$ cat src/rtl/qam_pkg.sv
`default_nettype none
// ============================================================================
// Module   : qam_pkg
// Brief    : Shared types, defaults and helpers for the QAM TX/RX serial stages
// Revision : 1.0  initial release
// ============================================================================
package qam_pkg;

  localparam int c_default_sample_w = 8;
  localparam int c_default_sym_div  = 8;

  // Serializer states
  typedef enum logic [0:0] {
    IDLE  = 1'b0,
    SHIFT = 1'b1
  } ser_state_e;

  // Occupancy counter width: must represent 0..depth inclusive
  function automatic int lvl_w(input int depth);
    return $clog2(depth) + 1;
  endfunction

endpackage
`default_nettype wire

$ cat src/rtl/qam_tx_serializer_if.sv
`default_nettype none
// ============================================================================
// Module   : qam_tx_serializer_if
// Brief    : Valid/ready sample stream from the mixer into the serializer
// Revision : 1.0  initial release
// ============================================================================
interface qam_tx_serializer_if
  import qam_pkg::*;
#(
  parameter int SAMPLE_W = c_default_sample_w
);
  logic [SAMPLE_W-1:0] in_data;
  logic                in_valid;
  logic                in_ready;

  modport master (output in_data, output in_valid, input  in_ready);
  modport slave  (input  in_data, input  in_valid, output in_ready);
endinterface
`default_nettype wire

$ cat src/rtl/qam_sync_fifo.sv
`default_nettype none
// ============================================================================
// Module   : qam_sync_fifo
// Brief    : Synchronous FIFO with push/pop, full/empty, level and sync clear
// Revision : 1.0  initial release
// ============================================================================
module qam_sync_fifo
  import qam_pkg::*;
#(
  parameter  int WIDTH = 8,
  parameter  int DEPTH = 4,
  localparam int AW    = $clog2(DEPTH),
  localparam int LW    = lvl_w(DEPTH)
) (
  input  wire logic             clk,
  input  wire logic             rst,
  input  wire logic             clr,
  input  wire logic             push,
  input  wire logic [WIDTH-1:0] push_data,
  input  wire logic             pop,
  output logic      [WIDTH-1:0] pop_data,
  output logic                  full,
  output logic                  empty,
  output logic      [LW-1:0]    level
);

  logic [WIDTH-1:0] r_mem [DEPTH];
  logic [AW-1:0]    r_wr_ptr;
  logic [AW-1:0]    r_rd_ptr;
  logic [LW-1:0]    r_level;
  logic             w_push;
  logic             w_pop;

  // A push into a full FIFO is only accepted when a pop frees the slot in the same cycle
  assign w_push   = push && (!full || pop);
  assign w_pop    = pop && !empty;
  assign full     = (r_level == LW'(DEPTH));
  assign empty    = (r_level == '0);
  assign level    = r_level;
  assign pop_data = r_mem[r_rd_ptr];

  // Pointers and occupancy; power-of-two depth lets pointers wrap naturally
  always_ff @(posedge clk or posedge rst) begin
    if (rst) begin
      r_wr_ptr <= '0;
      r_rd_ptr <= '0;
      r_level  <= '0;
    end else if (clr) begin
      r_wr_ptr <= '0;
      r_rd_ptr <= '0;
      r_level  <= '0;
    end else begin
      if (w_push) r_wr_ptr <= r_wr_ptr + 1'b1;
      if (w_pop)  r_rd_ptr <= r_rd_ptr + 1'b1;
      r_level <= r_level + LW'(w_push) - LW'(w_pop);
    end
  end

  // Storage array, no reset needed since reads are gated by the level
  always_ff @(posedge clk) begin
    if (w_push && !clr) r_mem[r_wr_ptr] <= push_data;
  end

endmodule
`default_nettype wire

$ cat src/rtl/qam_tx_serializer.sv
`default_nettype none
// ============================================================================
// Module   : qam_tx_serializer
// Brief    : QAM TX output stage: sample-tick strobe, sample FIFO, bit serializer
// Revision : 1.0  initial release
// ============================================================================
module qam_tx_serializer
  import qam_pkg::*;
#(
  parameter  int   SAMPLE_W   = c_default_sample_w,
  parameter  int   FIFO_DEPTH = 4,
  parameter  int   SYM_DIV    = c_default_sym_div,
  parameter  int   MSB_FIRST  = 0,
  parameter  logic IDLE_BIT   = 1'b0,
  localparam int   LW         = lvl_w(FIFO_DEPTH)
) (
  input  wire logic          clk,
  input  wire logic          rst,
  input  wire logic          en,
  input  wire logic          flush,
  output logic               sample_tick,
  qam_tx_serializer_if.slave s_in,
  output logic               data_bit_out,
  output logic               bit_valid,
  output logic               data_out_complete_bit,
  output logic               underrun,
  output logic  [LW-1:0]     fill_level
);

  localparam int TW = $clog2(SYM_DIV);
  localparam int BW = $clog2(SAMPLE_W);

  logic [TW-1:0]       r_tick_cnt;
  logic [SAMPLE_W-1:0] w_fifo_dout;
  logic                w_fifo_full;
  logic                w_fifo_empty;
  logic                w_load;

  ser_state_e          r_state, w_state_nxt;
  logic [SAMPLE_W-1:0] r_shift, w_shift_nxt;
  logic [BW-1:0]       r_bit_cnt, w_bit_cnt_nxt;
  logic                w_dout_nxt, w_bv_nxt, w_cmp_nxt, w_unr_nxt;
  logic                w_last;
  logic                w_first_bit, w_next_bit;
  logic [SAMPLE_W-1:0] w_load_rest, w_shift_adv;

  // Tick generator: free-running divider, held at zero while disabled
  always_ff @(posedge clk or posedge rst) begin
    if (rst) begin
      r_tick_cnt  <= '0;
      sample_tick <= 1'b0;
    end else if (!en) begin
      r_tick_cnt  <= '0;
      sample_tick <= 1'b0;
    end else if (r_tick_cnt == TW'(SYM_DIV - 1)) begin
      r_tick_cnt  <= '0;
      sample_tick <= 1'b1;
    end else begin
      r_tick_cnt  <= r_tick_cnt + 1'b1;
      sample_tick <= 1'b0;
    end
  end

  assign s_in.in_ready = !w_fifo_full && !flush;

  qam_sync_fifo #(
    .WIDTH (SAMPLE_W),
    .DEPTH (FIFO_DEPTH)
  ) u_fifo (
    .clk       (clk),
    .rst       (rst),
    .clr       (flush),
    .push      (s_in.in_valid && s_in.in_ready),
    .push_data (s_in.in_data),
    .pop       (w_load),
    .pop_data  (w_fifo_dout),
    .full      (w_fifo_full),
    .empty     (w_fifo_empty),
    .level     (fill_level)
  );

  // Bit order: the shift register always presents the next bit at one fixed end
  generate
    if (MSB_FIRST != 0) begin : g_msb_first
      assign w_first_bit = w_fifo_dout[SAMPLE_W-1];
      assign w_load_rest = w_fifo_dout << 1;
      assign w_next_bit  = r_shift[SAMPLE_W-1];
      assign w_shift_adv = r_shift << 1;
    end else begin : g_lsb_first
      assign w_first_bit = w_fifo_dout[0];
      assign w_load_rest = w_fifo_dout >> 1;
      assign w_next_bit  = r_shift[0];
      assign w_shift_adv = r_shift >> 1;
    end
  endgenerate

  assign w_last = (r_state == SHIFT) && (r_bit_cnt == BW'(SAMPLE_W - 1));

  // Serializer next state and next registered outputs
  always_comb begin
    w_state_nxt   = r_state;
    w_shift_nxt   = r_shift;
    w_bit_cnt_nxt = r_bit_cnt;
    w_dout_nxt    = IDLE_BIT;
    w_bv_nxt      = 1'b0;
    w_cmp_nxt     = 1'b0;
    w_unr_nxt     = 1'b0;
    w_load        = 1'b0;
    if (flush) begin
      w_state_nxt = IDLE;
    end else if (((r_state == IDLE) || w_last) && !w_fifo_empty) begin
      // Load straight after the last bit so back-to-back words have no gap
      w_load        = 1'b1;
      w_state_nxt   = SHIFT;
      w_shift_nxt   = w_load_rest;
      w_bit_cnt_nxt = '0;
      w_dout_nxt    = w_first_bit;
      w_bv_nxt      = 1'b1;
    end else if (w_last) begin
      w_state_nxt = IDLE;
      w_unr_nxt   = en;
    end else if (r_state == SHIFT) begin
      w_shift_nxt   = w_shift_adv;
      w_bit_cnt_nxt = r_bit_cnt + 1'b1;
      w_dout_nxt    = w_next_bit;
      w_bv_nxt      = 1'b1;
      w_cmp_nxt     = (r_bit_cnt == BW'(SAMPLE_W - 2));
    end
  end

  // Serializer state and registered outputs
  always_ff @(posedge clk or posedge rst) begin
    if (rst) begin
      r_state               <= IDLE;
      r_shift               <= '0;
      r_bit_cnt             <= '0;
      data_bit_out          <= IDLE_BIT;
      bit_valid             <= 1'b0;
      data_out_complete_bit <= 1'b0;
      underrun              <= 1'b0;
    end else begin
      r_state               <= w_state_nxt;
      r_shift               <= w_shift_nxt;
      r_bit_cnt             <= w_bit_cnt_nxt;
      data_bit_out          <= w_dout_nxt;
      bit_valid             <= w_bv_nxt;
      data_out_complete_bit <= w_cmp_nxt;
      underrun              <= w_unr_nxt;
    end
  end

endmodule
`default_nettype wire

$ cat src/flat_wrapper.sv
// flat-port wrapper written by rule: the top's interface ports become plain ports
module qam_tx_serializer_flat import qam_pkg::*;
#(
  parameter  int   SAMPLE_W   = c_default_sample_w,
  parameter  int   FIFO_DEPTH = 4,
  parameter  int   SYM_DIV    = c_default_sym_div,
  parameter  int   MSB_FIRST  = 0,
  parameter  logic IDLE_BIT   = 1'b0,
  localparam int   LW         = lvl_w(FIFO_DEPTH)
)
  (clk, rst, en, flush, sample_tick, data_bit_out, bit_valid, data_out_complete_bit, underrun, fill_level, s_in_in_data, s_in_in_valid, s_in_in_ready);
  qam_tx_serializer_if #(.SAMPLE_W(SAMPLE_W)) s_in_i ();
  input  wire logic clk;
  input  wire logic rst;
  input  wire logic en;
  input  wire logic flush;
  output logic sample_tick;
  output logic data_bit_out;
  output logic bit_valid;
  output logic data_out_complete_bit;
  output logic underrun;
  output logic  [LW-1:0] fill_level;
  input wire logic [$bits(s_in_i.in_data)-1:0] s_in_in_data;
  input wire logic [$bits(s_in_i.in_valid)-1:0] s_in_in_valid;
  output wire logic [$bits(s_in_i.in_ready)-1:0] s_in_in_ready;
  assign s_in_i.in_data = s_in_in_data;
  assign s_in_i.in_valid = s_in_in_valid;
  assign s_in_in_ready = s_in_i.in_ready;
  qam_tx_serializer #(.SAMPLE_W(SAMPLE_W), .FIFO_DEPTH(FIFO_DEPTH), .SYM_DIV(SYM_DIV), .MSB_FIRST(MSB_FIRST), .IDLE_BIT(IDLE_BIT)) u_core (.clk(clk), .rst(rst), .en(en), .flush(flush), .sample_tick(sample_tick), .s_in(s_in_i), .data_bit_out(data_bit_out), .bit_valid(bit_valid), .data_out_complete_bit(data_out_complete_bit), .underrun(underrun), .fill_level(fill_level));
endmodule
$ cat config.mk
export PLATFORM = sky130hd
export DESIGN_NAME = qam_tx_serializer_flat
export DESIGN_NICKNAME = d
export VERILOG_FILES = /design/src/rtl/qam_pkg.sv /design/src/rtl/qam_tx_serializer_if.sv /design/src/rtl/qam_sync_fifo.sv /design/src/rtl/qam_tx_serializer.sv /design/src/flat_wrapper.sv
export SDC_FILE = /design/constraint.sdc
export NUM_CORES = 1
export LEC_CHECK = 0
export BUFFER_PORTS_ARGS = -buffer_cell sky130_fd_sc_hd__buf_2
export CAP_MARGIN = 20
export CORE_MARGIN = 2
export CORE_UTILIZATION = 40
export CTS_BUF_LIST = sky130_fd_sc_hd__clkbuf_4 sky130_fd_sc_hd__clkbuf_8
export DETAILED_ROUTE_END_ITERATION = 6
export GPL_ROUTABILITY_DRIVEN = 0
export GPL_TIMING_DRIVEN = 0
export PLACE_DENSITY_LB_ADDON = 0.08
export SYNTH_ARGS = -nofsm -noshare
export SYNTH_HDL_FRONTEND = slang
export SYNTH_HIERARCHICAL = 1
export SYNTH_SLANG_ARGS = --single-unit
$ cat constraint.sdc
create_clock -name clk -period 7.16 [get_ports clk]
set_input_delay 0.358 -clock clk [delete_from_list [all_inputs] [get_ports clk]]
set_output_delay 0.358 -clock clk [all_outputs]
set_load 0.005 [all_outputs]
# After elaboration in Yosys (flattened, before gate mapping)
# Memories as Yosys holds them, arrays and structs flattened.
# Cells that the tools add are included.
# Widths: inputs -> output; s select.
dict set report totals {
  memories 1
  reg_bits 27
  mem_bits_rw 32
  wordCells 81
  inputBits 13
  out_inout_bits 9
}
dict set report op_classes {
  add_sub_neg 6
  mux 37
  eq_ne 5
  bitwise 2
  reduce_logical 18
}
# memory depth word_bits rd rd_ports_with_merged_regs write_ports line
set mem_list {}
lappend mem_list {u_core.u_fifo.r_mem 4 8 1 0 1 qam_sync_fifo.sv:27} ;# logic [WIDTH-1:0] r_mem [DEPTH];
# cell n
set ops {}
lappend ops {{$mux 1} 24}
lappend ops {{$mux 8} 3}
lappend ops {{$mux 3} 6}
lappend ops {{$eq 3x3->1 const B} 4}
lappend ops {{$mux 2} 4}
lappend ops {{$logic_and 1x1->1} 7}
lappend ops {{$add 3x1->3 const B} 2}
lappend ops {{$reduce_bool 2->1} 3}
lappend ops {{$add 2x1->2 const B} 2}
lappend ops {{$add 3x1->3} 1}
lappend ops {{$logic_not 1->1} 3}
lappend ops {{$logic_not 3->1} 1}
lappend ops {{$reduce_and 3->1} 1}
lappend ops {{$reduce_bool 3->1} 1}
lappend ops {{$sub 3x1->3} 1}
lappend ops {{$logic_or 1x1->1} 2}
lappend ops {{$ne 2x2->1 const B} 1}
lappend ops {{$not 1->1} 2}

# Logic depth before layout (Yosys ltp)
dict set report logic_depth {
  word_depth 11
  mapped_depth 14
  depth_no_buf 14
}

# Cells and area by module
# Netlist, hierarchy kept.
# module cells_each instances area_each_um2 seq_area_each_um2
set by_module_without_submodules {}
lappend by_module_without_submodules {qam_sync_fifo 91 1 1637.8 1136.1}
lappend by_module_without_submodules {qam_tx_serializer 72 1 879.6 475.5}

# Least setup slack after synthesis
# OpenSTA, ideal clock, no wires.
dict set report synth_path {
  path_kind {reg2reg}
  startpoint {register u_core.u_fifo.r_level[1], in the netlist u_core/u_fifo/level[1]}
  endpoint {register u_core.u_fifo.r_level[2], in the netlist u_core/u_fifo/level[2]}
  path_stages_with_launch 14
  required_ns 7.029
  period_less_slack_ns 2.697
  n_path_buf 1
  setup_slack_ns 4.463
  setup_time_ns 0.131
  arrival_time_ns 2.567
  path_cell_list {dfrtp_1 > nor3_1 > clkbuf_1 > nor3_1 > nor4b_2 > nor2b_2 > inv_1 > ha_1 > inv_1 > ha_1 > inv_1 > fa_1 > xnor2_1 > nor2_1}
}
dict set report synth_via {
  elab_chain_cells 10
  elab_cells_between_ends 15
  cone_classes {add/sub (2); eq/ne (1); mux (3); reduce/logical (9)}
}
# element line
set synth_rtl {}
lappend synth_rtl {{start, declared} qam_sync_fifo.sv:30} ;# logic [LW-1:0] r_level;
lappend synth_rtl {{start signal, assigned} qam_sync_fifo.sv:55} ;# r_level <= r_level + LW'(w_push) - LW'(w_pop);
lappend synth_rtl {{$logic_not 3->1 (*)} qam_sync_fifo.sv:38} ;# assign empty = (r_level == '0);
lappend synth_rtl {{named net u_core.w_fifo_empty} qam_tx_serializer.sv:36} ;# logic w_fifo_empty;
lappend synth_rtl {{$logic_not 1->1 (*)} qam_tx_serializer.sv:111} ;# end else if (((r_state == IDLE) || w_last) && !w_fifo_empty) begin
lappend synth_rtl {{$logic_and 1x1->1 (*)} qam_tx_serializer.sv:111}
lappend synth_rtl {{$mux 1 (*)} qam_tx_serializer.sv:111}
lappend synth_rtl {{$mux 1 (*)} qam_tx_serializer.sv:109} ;# if (flush) begin
lappend synth_rtl {{named net u_core.w_load} qam_tx_serializer.sv:37} ;# logic w_load;
lappend synth_rtl {{$logic_or 1x1->1} qam_sync_fifo.sv:35} ;# assign w_push = push && (!full || pop);
lappend synth_rtl {{$logic_and 1x1->1} qam_sync_fifo.sv:35}
lappend synth_rtl {{$add 3x1->3} qam_sync_fifo.sv:55}
lappend synth_rtl {{$sub 3x1->3 (*)} qam_sync_fifo.sv:55}
lappend synth_rtl {{$mux 3 (*)} qam_sync_fifo.sv:48} ;# end else if (clr) begin
# The timed path passes the listed nets; every way through them passes the cells marked *.
# A chain may end at the register's enable or synchronous reset.

# Worst setup path in the final report
# Same ends and word-level chain as after synthesis.

==> results.json <==
{
  "post_cts_buffers": 0,
  "min_path_type": "input pin to flop",
  "layout_common_cells": "32 x edfxtp_1, 26 x dfrtp_1, 21 x buf_2",
  "endpoint_kind": "flop",
  "fillers": 517,
  "async_flop_share": 0.448,
  "startpoint_type": "flop",
  "whs_ps": 242,
  "cp.required_ps": 7350,
  "synth_edf_count": 32,
  "cts_tree": "done",
  "yosysSeqAreaShare": 0.640,
  "worstMarginPinSlew_ps": 738,
  "yosys_warnings": 6,
  "drt-wirelength-per-cell_microns": 16.0,
  "grt_pass1_vias": 1507,
  "clock_skew_ps": 6.83,
  "ios": 22,
  "start_util": 0.420,
  "power_density_nw_per_um2": 334,
  "synth-seq-cells": 58,
  "die_w_microns": 83.3,
  "postSynthCellCount": 163,
  "fin_nets": 221,
  "ctsLongestPathBuffers": 2,
  "drcViolationCount": 0,
  "cts_made_buffers": 9,
  "clk_pin_slew_worst_paths_ps": 70,
  "grt_pass1_wl_microns": 7520,
  "num_vias": 1353,
  "cts_hold_buf": 1,
  "vias_per_cell": 4.90,
  "critical_path.max_fanout": 10,
  "die_area_sq_um": 6940,
  "cts_sinks": 58,
  "finalSetupTns_ps": 0,
  "insertion_delay_ps": 320,
  "diodes": 0,
  "grt_overflow": 0,
  "critPathKind": "flop to flop",
  "first_iter_violations": 141,
  "slew_viol_final": 0,
  "reg2regPathDepth": 13,
  "cts_root_buf": "clkbuf_8",
  "synth_area_leaders": "edfxtp_1 38%, dfrtp_1 26%, mux4_2 7.2%, ha_1 5.5%, mux2i_1 2.8%",
  "die_h_microns": 83.3,
  "grt_max_degree": 20,
  "syn2layout_area_growth_pct": 15.1,
  "avgSynthCellArea_sq_um": 15.4,
  "final-seq-area_sq_um": 1610,
  "synth.top_cell.area_share": 0.382,
  "multi_input_area_sq_um": 820,
  "min_period_over_period": 0.451,
  "hpwl_microns": 3020,
  "outcome": "finished clean",
  "drive_above_1_share": 0.259,
  "power_leakage_nw": 1.25,
  "fmax_ghz": 0.310,
  "wl_microns": 4410,
  "grt_setup_unrepaired": "no",
  "slew-limit-headroom": 0.507,
  "final_common_cell": "edfxtp_1",
  "synth_largest_area_cell": "edfxtp_1",
  "ir_drop_mv": 0.155,
  "row_count": 28,
  "synth_fp_nets": 188,
  "io_buffers": 21,
  "worst_ep_arrival_time_ps": 3420,
  "syn-cell-area_sq_um": 2520,
  "final-setup-viol-count": 0,
  "coreArea_sq_um": 5990,
  "synth_cell_types": 34,
  "fin_util": 0.484,
  "h-tree-depth": 3,
  "antenna_found_initial": 0,
  "hold_viol": 0,
  "first_pass_iters": 4,
  "grt_usage": 0.145,
  "post_cts_resized": 0,
  "whs_path_depth": 1,
  "ant_nets": 0,
  "fin_crit_ps": 3230,
  "synth_flop_cell": "edfxtp_1",
  "maxCapViolCount": 0
}
[final cells by class]
class                           instances  area share
Tap cell                               75      0.0324
Buffer                                  7      0.0155
Multi-Input combinational cell         87       0.283
Clock buffer                           12      0.0527
Inverter                               11      0.0142
Sequential cell                        58       0.556
Clock inverter                          4     0.00648
Timing Repair Buffer                   22      0.0397
[state kept, by name, indices dropped and copies added (netlist names)]
name,flops
u_core/data_bit_out,1
u_core/bit_valid,1
u_core/u_fifo/r_wr_ptr,2
u_core/u_fifo/r_rd_ptr,2
u_core/data_out_complete_bit,1
u_core/r_bit_cnt,3
u_core/r_state,1
u_core/u_fifo/level,3
u_core/sample_tick,1
u_core/r_shift,7
u_core/u_fifo/r_mem,32
u_core/r_tick_cnt,3
u_core/underrun,1
[stage by stage]
step	std cells	setup slack, ps	instance area, sq um	power (mW)
finish	276	3930	2900	0.968
global placement	259	4050	2720	0.700
global route	276	3600	2900	1.04
floorplan	163	4460	2520	0.640
CTS	276	3930	2900	0.980
detailed placement	259	3950	2720	0.718
[cells in the mapped netlist (2+ instances only)]
cell type  instances
xor2_1             2
dfrtp_1           26
nand2_1            2
nor2_1             8
a21oi_1            2
o2bb2ai_1          6
and2_1             8
a21o_1             2
a22o_1             2
buf_6              2
nor3b_1            3
ha_1              11
inv_1             11
nor3_1             3
clkbuf_1           4
edfxtp_1          32
mux2i_1            7
nor2b_1            8
nand2b_1           2
mux4_2             8
[worst max-delay path, stage by stage, from the launching register on]
cell and delay, ps:
dfrtp_1 480, nor3_1 320, clkbuf_1 430, nor3_1 220, nor4b_2 390, nor2b_2 120
inv_1 80, ha_1 220, inv_1 60, ha_1 130, inv_1 50, fa_1 370
xnor2_1 180, nor2_1 50
[path summary, 6_finish.rpt]
check	startpoint	to	slack [ps]
min reg2reg	u_core/r_tick_cnt[0]$_DFF_PP0_	u_core/r_tick_cnt[0]$_DFF_PP0_	440
min in group asynchronous	rst	u_core/u_fifo/level[1]$_DFF_PP0_	530
max in group asynchronous	rst	u_core/r_shift[3]$_DFFE_PP0P_	5980
max	u_core/u_fifo/level[1]$_DFF_PP0_	u_core/u_fifo/level[2]$_DFF_PP0_	3930
max reg2reg	u_core/u_fifo/level[1]$_DFF_PP0_	u_core/u_fifo/level[2]$_DFF_PP0_	3930
min	s_in_in_data[2]	u_core/u_fifo/r_mem[2][2]$_DFFE_PP_	240
[layer usage]
layer | vias to the layer above | GRT usage | share of wire
met4 | 0 | 0.0760 | 0.019
met3 | 8 | 0.0417 | 0.034
met1 | 661 | 0.179 | 0.46
met2 | 28 | 0.232 | 0.48
met5 | - | 0 | 0
li1 | 656 | - | -
[kinds of logic after synthesis]
logic type / after synthesis / share of synthesized area
adder cells (fa/ha/maj): 12 / 0.0626
AO/OA/AOI/OAI: 14 / 0.0427
buffers and inverters: 18 / 0.0343
flip-flops: 58 / 0.640
AND/OR/NAND/NOR: 41 / 0.0999
XOR/XNOR: 3 / 0.0104
multiplexers: 17 / 0.110
[report_power, final]
part / total (mW) / internal [mW] / switching [mW]
clock network: 0.259 / 0.140 / 0.119
logic: 0.268 / 0.130 / 0.138
registers: 0.440 / 0.403 / 0.0376
total: 0.968 / 0.672 / 0.295
No activity file was read; power rests on OpenSTA's default activity.
